### config.mk
export PLATFORM = sky130hd
export DESIGN_NAME = crc_byte_streamer_flat
export DESIGN_NICKNAME = d
export VERILOG_FILES = /design/src/rtl/crc_byte_streamer_pkg.sv /design/src/rtl/crc_byte_streamer_if.sv /design/src/rtl/crc_byte_streamer_sat_counter.sv /design/src/rtl/crc_byte_streamer.sv /design/src/flat_wrapper.sv
export SDC_FILE = /design/constraint.sdc
export NUM_CORES = 1
export LEC_CHECK = 0
export CORE_MARGIN = 3
export CORE_UTILIZATION = 51
export DETAILED_ROUTE_END_ITERATION = 12
export GPL_TIMING_DRIVEN = 0
export PLACE_DENSITY = 0.77
export SLEW_MARGIN = 30
export SYNTH_ARGS = -nofsm -noshare
export SYNTH_HDL_FRONTEND = slang
export SYNTH_SLANG_ARGS = --single-unit
### constraint.sdc
create_clock -name clk -period 2.24 [get_ports clk]
set_clock_uncertainty 0.1 [all_clocks]
set_input_delay 0.448 -clock clk [delete_from_list [all_inputs] [get_ports clk]]
set_output_delay 0.448 -clock clk [all_outputs]
set_load 0.01 [all_outputs]
### src/rtl/crc_byte_streamer_pkg.sv
// Shared types and constants for the CRC8816 byte streamer.
package crc_stream_pkg;

    typedef enum logic [1:0] {
        IDLE   = 2'd0,
        SEND   = 2'd1,
        WAIT   = 2'd2,
        REPORT = 2'd3
    } state_t;

    // Initial value of the CRC8816 checker; used by reference models.
    localparam logic [7:0] CRC_INIT = 8'h0D;

    localparam int unsigned DEFAULT_TIMEOUT_CYCLES = 4;

    typedef struct packed {
        logic match;
        logic timeout;
    } status_t;

endpackage

### src/rtl/crc_byte_streamer_if.sv
// Packet, CRC byte-stream and status handshakes of the CRC byte streamer.
interface crc_byte_streamer_if #(
    parameter int unsigned DATA_LENGTH = 32
);
    logic                   i_pkt_valid;
    logic                   o_pkt_ready;
    logic [DATA_LENGTH-1:0] i_pkt_data;
    logic [7:0]             i_pkt_crc;

    logic                   o_crc_valid;
    logic                   o_crc_last;
    logic [7:0]             o_crc_data;
    logic                   i_crc_done;
    logic                   i_crc_match;

    logic                   o_status_valid;
    logic                   i_status_ready;
    logic                   o_status_match;
    logic                   o_status_timeout;

    // The streamer itself.
    modport slave (
        input  i_pkt_valid, i_pkt_data, i_pkt_crc,
        input  i_crc_done, i_crc_match, i_status_ready,
        output o_pkt_ready, o_crc_valid, o_crc_last, o_crc_data,
        output o_status_valid, o_status_match, o_status_timeout
    );

    // Packet producer / checker / status consumer side.
    modport master (
        output i_pkt_valid, i_pkt_data, i_pkt_crc,
        output i_crc_done, i_crc_match, i_status_ready,
        input  o_pkt_ready, o_crc_valid, o_crc_last, o_crc_data,
        input  o_status_valid, o_status_match, o_status_timeout
    );
endinterface

### src/rtl/crc_byte_streamer_sat_counter.sv
// Saturating up-counter with synchronous clear and asynchronous active-low reset.
module sat_counter #(
    parameter int unsigned WIDTH = 16
) (
    input  logic             clk,
    input  logic             rst_n,
    input  logic             inc,
    input  logic             clear,
    output logic [WIDTH-1:0] count
);
    logic [WIDTH-1:0] count_q;
    logic [WIDTH-1:0] count_d;

    always_comb begin
        count_d = count_q;
        if (clear) begin
            count_d = '0;
        end else if (inc && (count_q != '1)) begin
            count_d = count_q + WIDTH'(1);
        end
    end

    always_ff @(posedge clk or negedge rst_n) begin
        if (!rst_n) begin
            count_q <= '0;
        end else begin
            count_q <= count_d;
        end
    end

    assign count = count_q;
endmodule

### src/rtl/crc_byte_streamer.sv
// Feeds one packet word MSB-byte-first into the CRC8816 checker and reports
// match/timeout per packet, with saturating packet and error counters.
module crc_byte_streamer
    import crc_stream_pkg::*;
#(
    parameter int unsigned DATA_LENGTH    = 32,
    parameter int unsigned TIMEOUT_CYCLES = DEFAULT_TIMEOUT_CYCLES,
    parameter int unsigned CNT_WIDTH      = 16
) (
    input  logic                 clk,
    input  logic                 reset,
    crc_byte_streamer_if.slave   bus,
    output logic [CNT_WIDTH-1:0] o_pkt_count,
    output logic [CNT_WIDTH-1:0] o_err_count
);
    localparam int unsigned DATA_LENGTH_BYTES = DATA_LENGTH / 8;
    localparam int unsigned SR_W   = DATA_LENGTH + 8;
    localparam int unsigned IDX_W  = $clog2(DATA_LENGTH_BYTES + 1);
    localparam int unsigned WCNT_W = $clog2(TIMEOUT_CYCLES + 1);

    state_t            state_q, state_d;
    logic [SR_W-1:0]   sreg_q, sreg_d;
    logic [IDX_W-1:0]  idx_q, idx_d;
    logic [WCNT_W-1:0] wcnt_q, wcnt_d;
    logic              pkt_ready_q, pkt_ready_d;
    logic              crc_valid_q, crc_valid_d;
    logic              crc_last_q, crc_last_d;
    logic              status_valid_q, status_valid_d;
    status_t           status_q, status_d;

    logic pkt_hs;
    logic status_hs;
    logic err_inc;

    assign pkt_hs    = bus.i_pkt_valid & pkt_ready_q;
    assign status_hs = status_valid_q & bus.i_status_ready;
    assign err_inc   = status_hs & (~status_q.match | status_q.timeout);

    always_comb begin
        state_d        = state_q;
        sreg_d         = sreg_q;
        idx_d          = idx_q;
        wcnt_d         = wcnt_q;
        pkt_ready_d    = pkt_ready_q;
        crc_valid_d    = crc_valid_q;
        crc_last_d     = crc_last_q;
        status_valid_d = status_valid_q;
        status_d       = status_q;

        case (state_q)
            IDLE: begin
                pkt_ready_d = 1'b1;
                if (pkt_hs) begin
                    sreg_d      = {bus.i_pkt_data, bus.i_pkt_crc};
                    idx_d       = '0;
                    pkt_ready_d = 1'b0;
                    crc_valid_d = 1'b1;
                    crc_last_d  = 1'b0;
                    state_d     = SEND;
                end
            end
            SEND: begin
                // Zeros shift in behind the CRC byte, so the data output
                // returns to 0 on its own once the last byte has gone out.
                sreg_d = sreg_q << 8;
                if (idx_q == IDX_W'(DATA_LENGTH_BYTES)) begin
                    crc_valid_d = 1'b0;
                    crc_last_d  = 1'b0;
                    wcnt_d      = WCNT_W'(1);
                    state_d     = WAIT;
                end else begin
                    idx_d      = idx_q + IDX_W'(1);
                    crc_last_d = (idx_q == IDX_W'(DATA_LENGTH_BYTES - 1));
                end
            end
            WAIT: begin
                if (bus.i_crc_done) begin
                    status_d.match   = bus.i_crc_match;
                    status_d.timeout = 1'b0;
                    status_valid_d   = 1'b1;
                    state_d          = REPORT;
                end else if (wcnt_q == WCNT_W'(TIMEOUT_CYCLES)) begin
                    status_d.match   = 1'b0;
                    status_d.timeout = 1'b1;
                    status_valid_d   = 1'b1;
                    state_d          = REPORT;
                end else begin
                    wcnt_d = wcnt_q + WCNT_W'(1);
                end
            end
            REPORT: begin
                if (status_hs) begin
                    status_valid_d = 1'b0;
                    status_d       = '0;
                    pkt_ready_d    = 1'b1;
                    state_d        = IDLE;
                end
            end
            default: begin
                state_d = IDLE;
            end
        endcase
    end

    always_ff @(posedge clk or negedge reset) begin
        if (!reset) begin
            state_q        <= IDLE;
            sreg_q         <= '0;
            idx_q          <= '0;
            wcnt_q         <= '0;
            pkt_ready_q    <= 1'b0;
            crc_valid_q    <= 1'b0;
            crc_last_q     <= 1'b0;
            status_valid_q <= 1'b0;
            status_q       <= '0;
        end else begin
            state_q        <= state_d;
            sreg_q         <= sreg_d;
            idx_q          <= idx_d;
            wcnt_q         <= wcnt_d;
            pkt_ready_q    <= pkt_ready_d;
            crc_valid_q    <= crc_valid_d;
            crc_last_q     <= crc_last_d;
            status_valid_q <= status_valid_d;
            status_q       <= status_d;
        end
    end

    assign bus.o_pkt_ready      = pkt_ready_q;
    assign bus.o_crc_valid      = crc_valid_q;
    assign bus.o_crc_last       = crc_last_q;
    assign bus.o_crc_data       = sreg_q[SR_W-1 -: 8];
    assign bus.o_status_valid   = status_valid_q;
    assign bus.o_status_match   = status_q.match;
    assign bus.o_status_timeout = status_q.timeout;

    sat_counter #(.WIDTH(CNT_WIDTH)) u_pkt_cnt (
        .clk   (clk),
        .rst_n (reset),
        .inc   (status_hs),
        .clear (1'b0),
        .count (o_pkt_count)
    );

    sat_counter #(.WIDTH(CNT_WIDTH)) u_err_cnt (
        .clk   (clk),
        .rst_n (reset),
        .inc   (err_inc),
        .clear (1'b0),
        .count (o_err_count)
    );
endmodule

### src/flat_wrapper.sv
// flat-port wrapper written by rule: the top's interface ports become plain ports
module crc_byte_streamer_flat import crc_stream_pkg::*;
#(
    parameter int unsigned DATA_LENGTH    = 32,
    parameter int unsigned TIMEOUT_CYCLES = DEFAULT_TIMEOUT_CYCLES,
    parameter int unsigned CNT_WIDTH      = 16
)
  (clk, reset, o_pkt_count, o_err_count, bus_i_pkt_valid, bus_i_pkt_data, bus_i_pkt_crc, bus_i_crc_done, bus_i_crc_match, bus_i_status_ready, bus_o_pkt_ready, bus_o_crc_valid, bus_o_crc_last, bus_o_crc_data, bus_o_status_valid, bus_o_status_match, bus_o_status_timeout);
  crc_byte_streamer_if #(.DATA_LENGTH(DATA_LENGTH)) bus_i ();
  input  logic clk;
  input  logic reset;
  output logic [CNT_WIDTH-1:0] o_pkt_count;
  output logic [CNT_WIDTH-1:0] o_err_count;
  input wire logic [$bits(bus_i.i_pkt_valid)-1:0] bus_i_pkt_valid;
  input wire logic [$bits(bus_i.i_pkt_data)-1:0] bus_i_pkt_data;
  input wire logic [$bits(bus_i.i_pkt_crc)-1:0] bus_i_pkt_crc;
  input wire logic [$bits(bus_i.i_crc_done)-1:0] bus_i_crc_done;
  input wire logic [$bits(bus_i.i_crc_match)-1:0] bus_i_crc_match;
  input wire logic [$bits(bus_i.i_status_ready)-1:0] bus_i_status_ready;
  output wire logic [$bits(bus_i.o_pkt_ready)-1:0] bus_o_pkt_ready;
  output wire logic [$bits(bus_i.o_crc_valid)-1:0] bus_o_crc_valid;
  output wire logic [$bits(bus_i.o_crc_last)-1:0] bus_o_crc_last;
  output wire logic [$bits(bus_i.o_crc_data)-1:0] bus_o_crc_data;
  output wire logic [$bits(bus_i.o_status_valid)-1:0] bus_o_status_valid;
  output wire logic [$bits(bus_i.o_status_match)-1:0] bus_o_status_match;
  output wire logic [$bits(bus_i.o_status_timeout)-1:0] bus_o_status_timeout;
  assign bus_i.i_pkt_valid = bus_i_pkt_valid;
  assign bus_i.i_pkt_data = bus_i_pkt_data;
  assign bus_i.i_pkt_crc = bus_i_pkt_crc;
  assign bus_i.i_crc_done = bus_i_crc_done;
  assign bus_i.i_crc_match = bus_i_crc_match;
  assign bus_i.i_status_ready = bus_i_status_ready;
  assign bus_o_pkt_ready = bus_i.o_pkt_ready;
  assign bus_o_crc_valid = bus_i.o_crc_valid;
  assign bus_o_crc_last = bus_i.o_crc_last;
  assign bus_o_crc_data = bus_i.o_crc_data;
  assign bus_o_status_valid = bus_i.o_status_valid;
  assign bus_o_status_match = bus_i.o_status_match;
  assign bus_o_status_timeout = bus_i.o_status_timeout;
  crc_byte_streamer #(.DATA_LENGTH(DATA_LENGTH), .TIMEOUT_CYCLES(TIMEOUT_CYCLES), .CNT_WIDTH(CNT_WIDTH)) u_core (.clk(clk), .reset(reset), .bus(bus_i), .o_pkt_count(o_pkt_count), .o_err_count(o_err_count));
endmodule
==> impl_metrics.ini <==
[synth]
async_reset_ff_share_pct = 100.0
synth_area_mm2 = 0.004309
netlist-cell-type-count = 45
yosysMostFrequentCell = dfrtp_1
synthesis.yosys.warnings = 0
seq_area_frac_synth_pct = 49.94
syn_area_per_cell_um2 = 10.14
synth_common_cells = dfrtp_1, nand2_1, o21ai_0, mux2i_1, xor2_1
synthesis.nets = 483
synth_top_cell_area_share_pct = 49.94
synth_edf_count = 0
yosys_register_bits = 86
syn_inst = 425
ys.flop_type = dfrtp_1
synth_largest_area_cell = dfrtp_1
netlist_top_cells_area = dfrtp_1, mux2i_1, nand2_1

[sta]
drv_slew = 0
holdWs_ps = 384.4
finalSetupTns_ps = 0
rsz0062_at_grt = false
max_freq_mhz = 458.0
period_minus_slack_ps = 2183
setup_slack_ps = 56.60
post-route-period-util_pct = 97.47
slew_headroom_pct = 53.76
tightestPinTransition_ps = 693.6
setup_violations = 0
hold_viol_final = 0

[route]
wirelength_um = 9327
vias = 3445
wire_per_inst_um = 14.67
drtIter0Drc = 89
drc = 0
ant_nets = 0
dr.pass1.iters = 4
drt-vias-per-instance = 5.417

[floorplanning]
ios = 92
dieArea_mm2 = 0.009588
die_w_um = 97.92
core_mm2 = 0.007968
start_util_pct = 54.08
rows = 32
die_y_um = 97.92

[outcome]
outcome = finished, final reports clean

[clock_network]
clkLatencyLatePin_ps = 360
htree_levels = 3
numCtsBuffers = 9
cts_max_path_buffers = 2
cts_num_sinks = 86
cts_root_buffer = clkbuf_8
cts_tree = built
clkSlewWorstSetupHoldPaths_ps = 90

[global_route]
antenna_found_initial = 0
grt_pass1_wl_um = 15810
grt_start_max_net_pins = 64
grt_pass1_vias = 3385
grt-ovfl-total = 0
grt_use_total_pct = 19.96

[worst_setup_path]
cp_max_fo = 7
startpoint = bus_i_status_ready
worst_ep_required_time_ps = 2410
r2r_slack_ps = 120
crit_type = primary input to flip-flop
end_kind = flip-flop
worstPathArrival_ps = 2350
r2r_start = u_core.state_q[0]$_DFFE_PN0P_
worstSetupStartpointType = primary input

[layout]
areaGrowthSynthToFinish_pct = 31.13
layout.nets = 587
drive_gt1_share_pct = 9.176
diodes = 0
final_cells = 636

[power]
vdd_ir_drop_max_mv = 0.6554
power_mw = 6.833
powerDensity_mw_per_mm2 = 1209
leakage_nw = 2.468

[placement]
gp_congestion = 0.7822
dp_hpwl_um = 7149
portBuffers = 91
placed_cells = 619
dp_slack_ps = -254.5

[worst_hold_path]
hold_path_class = flip-flop to flip-flop
hp-start = u_core.sreg_q[12]$_DFFE_PN0P_

[job]
maxCapViolations = 0
## worst max-delay path, stage by stage
cell and delay [ps]:
clkdlybuf4s50_1 510, nand2_2 160, or4_1 530, buf_2 180, nor4_2 320, xor2_1 190
## power breakdown
group          total, mW  internal [mW]  switching (mW)
sequential          2.59           2.14           0.447
combinational       3.00           1.46            1.54
clock               1.24          0.667           0.578
total               6.83           4.27            2.56
## path summary, 6_finish.rpt
kind	endpoint	depth (start not counted)
max in group asynchronous	u_core.sreg_q[5]$_DFFE_PN0P_	3
worst min-delay path	u_core.sreg_q[12]$_DFFE_PN0P_	2
worst max-delay path	u_core.u_err_cnt.count[13]$_DFFE_PN0P_	6
worst max register to register	u_core.state_q[1]$_DFFE_PN0P_	6
min in group asynchronous	u_core.u_err_cnt.count[7]$_DFFE_PN0P_	2
worst min register to register	u_core.sreg_q[12]$_DFFE_PN0P_	2
## metal layers
layer / vias up / routed length (um) / global-route usage, %
li1: 1701 / - / -
met1: 1639 / 4199 / 25.45
met2: 90 / 4549 / 34.19
met3: 15 / 449 / 4.357
met4: 0 / 127 / 5.857
met5: - / 0 / 0
## metrics by stage
step / instance area (um^2) / util, %
3_3_place_gp: 5348 / 67.12
5_1_grt: 5650 / 70.92
4_1_cts: 5623 / 70.57
6_report: 5650 / 70.92
3_5_place_dp: 5376 / 67.48
2_1_floorplan: 4309 / -
## what timing repair did
item,4_1_cts,5_1_grt
endpoints found under the setup margin,40,43
buffers inserted,0,0
resized for setup,5,6
hold buffers,1,0
endpoints found under the hold margin,23,0
## logic make-up after synthesis
kind of cell	share of synthesized area, %
AOI/OAI and AO/OA	11.30
xor gates and xnor gates	4.675
adders and majority gates	3.484
buffers and inverters	4.297
DFF	49.94
muxes	9.901
and+or+nand+nor	16.41
## state kept, by name (all words and copies together), names as in the netlist
name,cells
u_core.sreg_q,40
u_core.u_err_cnt.count,16
u_core.u_pkt_cnt.count,16
u_core.idx_q,3
u_core.wcnt_q,3
u_core.state_q,2
u_core.bus.o_crc_last,1
u_core.bus.o_crc_valid,1
u_core.bus.o_pkt_ready,1
u_core.bus.o_status_match,1
u_core.bus.o_status_timeout,1
u_core.bus.o_status_valid,1
## placed cells by master, fill, tap and decap left out, types with 2 or more instances in the layout
master,synthesis,final
clkdlybuf4s50_1,0,90
dfrtp_1,86,86
nand2_1,63,63
o21ai_0,38,38
mux2i_1,37,37
xor2_1,18,18
inv_1,15,15
nand3_1,13,13
a21oi_1,13,13
ha_1,12,12
nand2b_1,10,10
clkbuf_8,0,10
o21ai_1,9,9
nor2_1,8,8
buf_4,8,8
nand4_1,7,7
clkbuf_1,12,7
nor3_1,6,6
and2_1,6,6
nor4_1,6,5
xnor2_1,5,5
a211oi_1,5,5
mux2_2,5,5
buf_2,4,5
and3_1,5,5
a2111oi_0,4,4
nor2b_1,4,4
nor4_2,2,3
clkbuf_2,0,3
o2bb2ai_1,3,3
nor3_2,2,2
o22ai_1,2,2
inv_6,0,2
clkinvlp_4,0,2
bufinv_16,0,2
## layout make-up
| cell class | count | area [um^2] |
|---|---|---|
| plain buffers | 25 | 137.6 |
| clock inverters | 6 | 92.59 |
| repair buffers | 93 | 949.7 |
| fillers | 625 | 2317 |
| multi-input cells | 299 | 1997 |
| flip-flops and latches | 86 | 2152 |
| clock buffers | 10 | 137.6 |
| well taps | 102 | 127.6 |
| inverters | 15 | 56.30 |
Power figures use the tool's default switching activity.
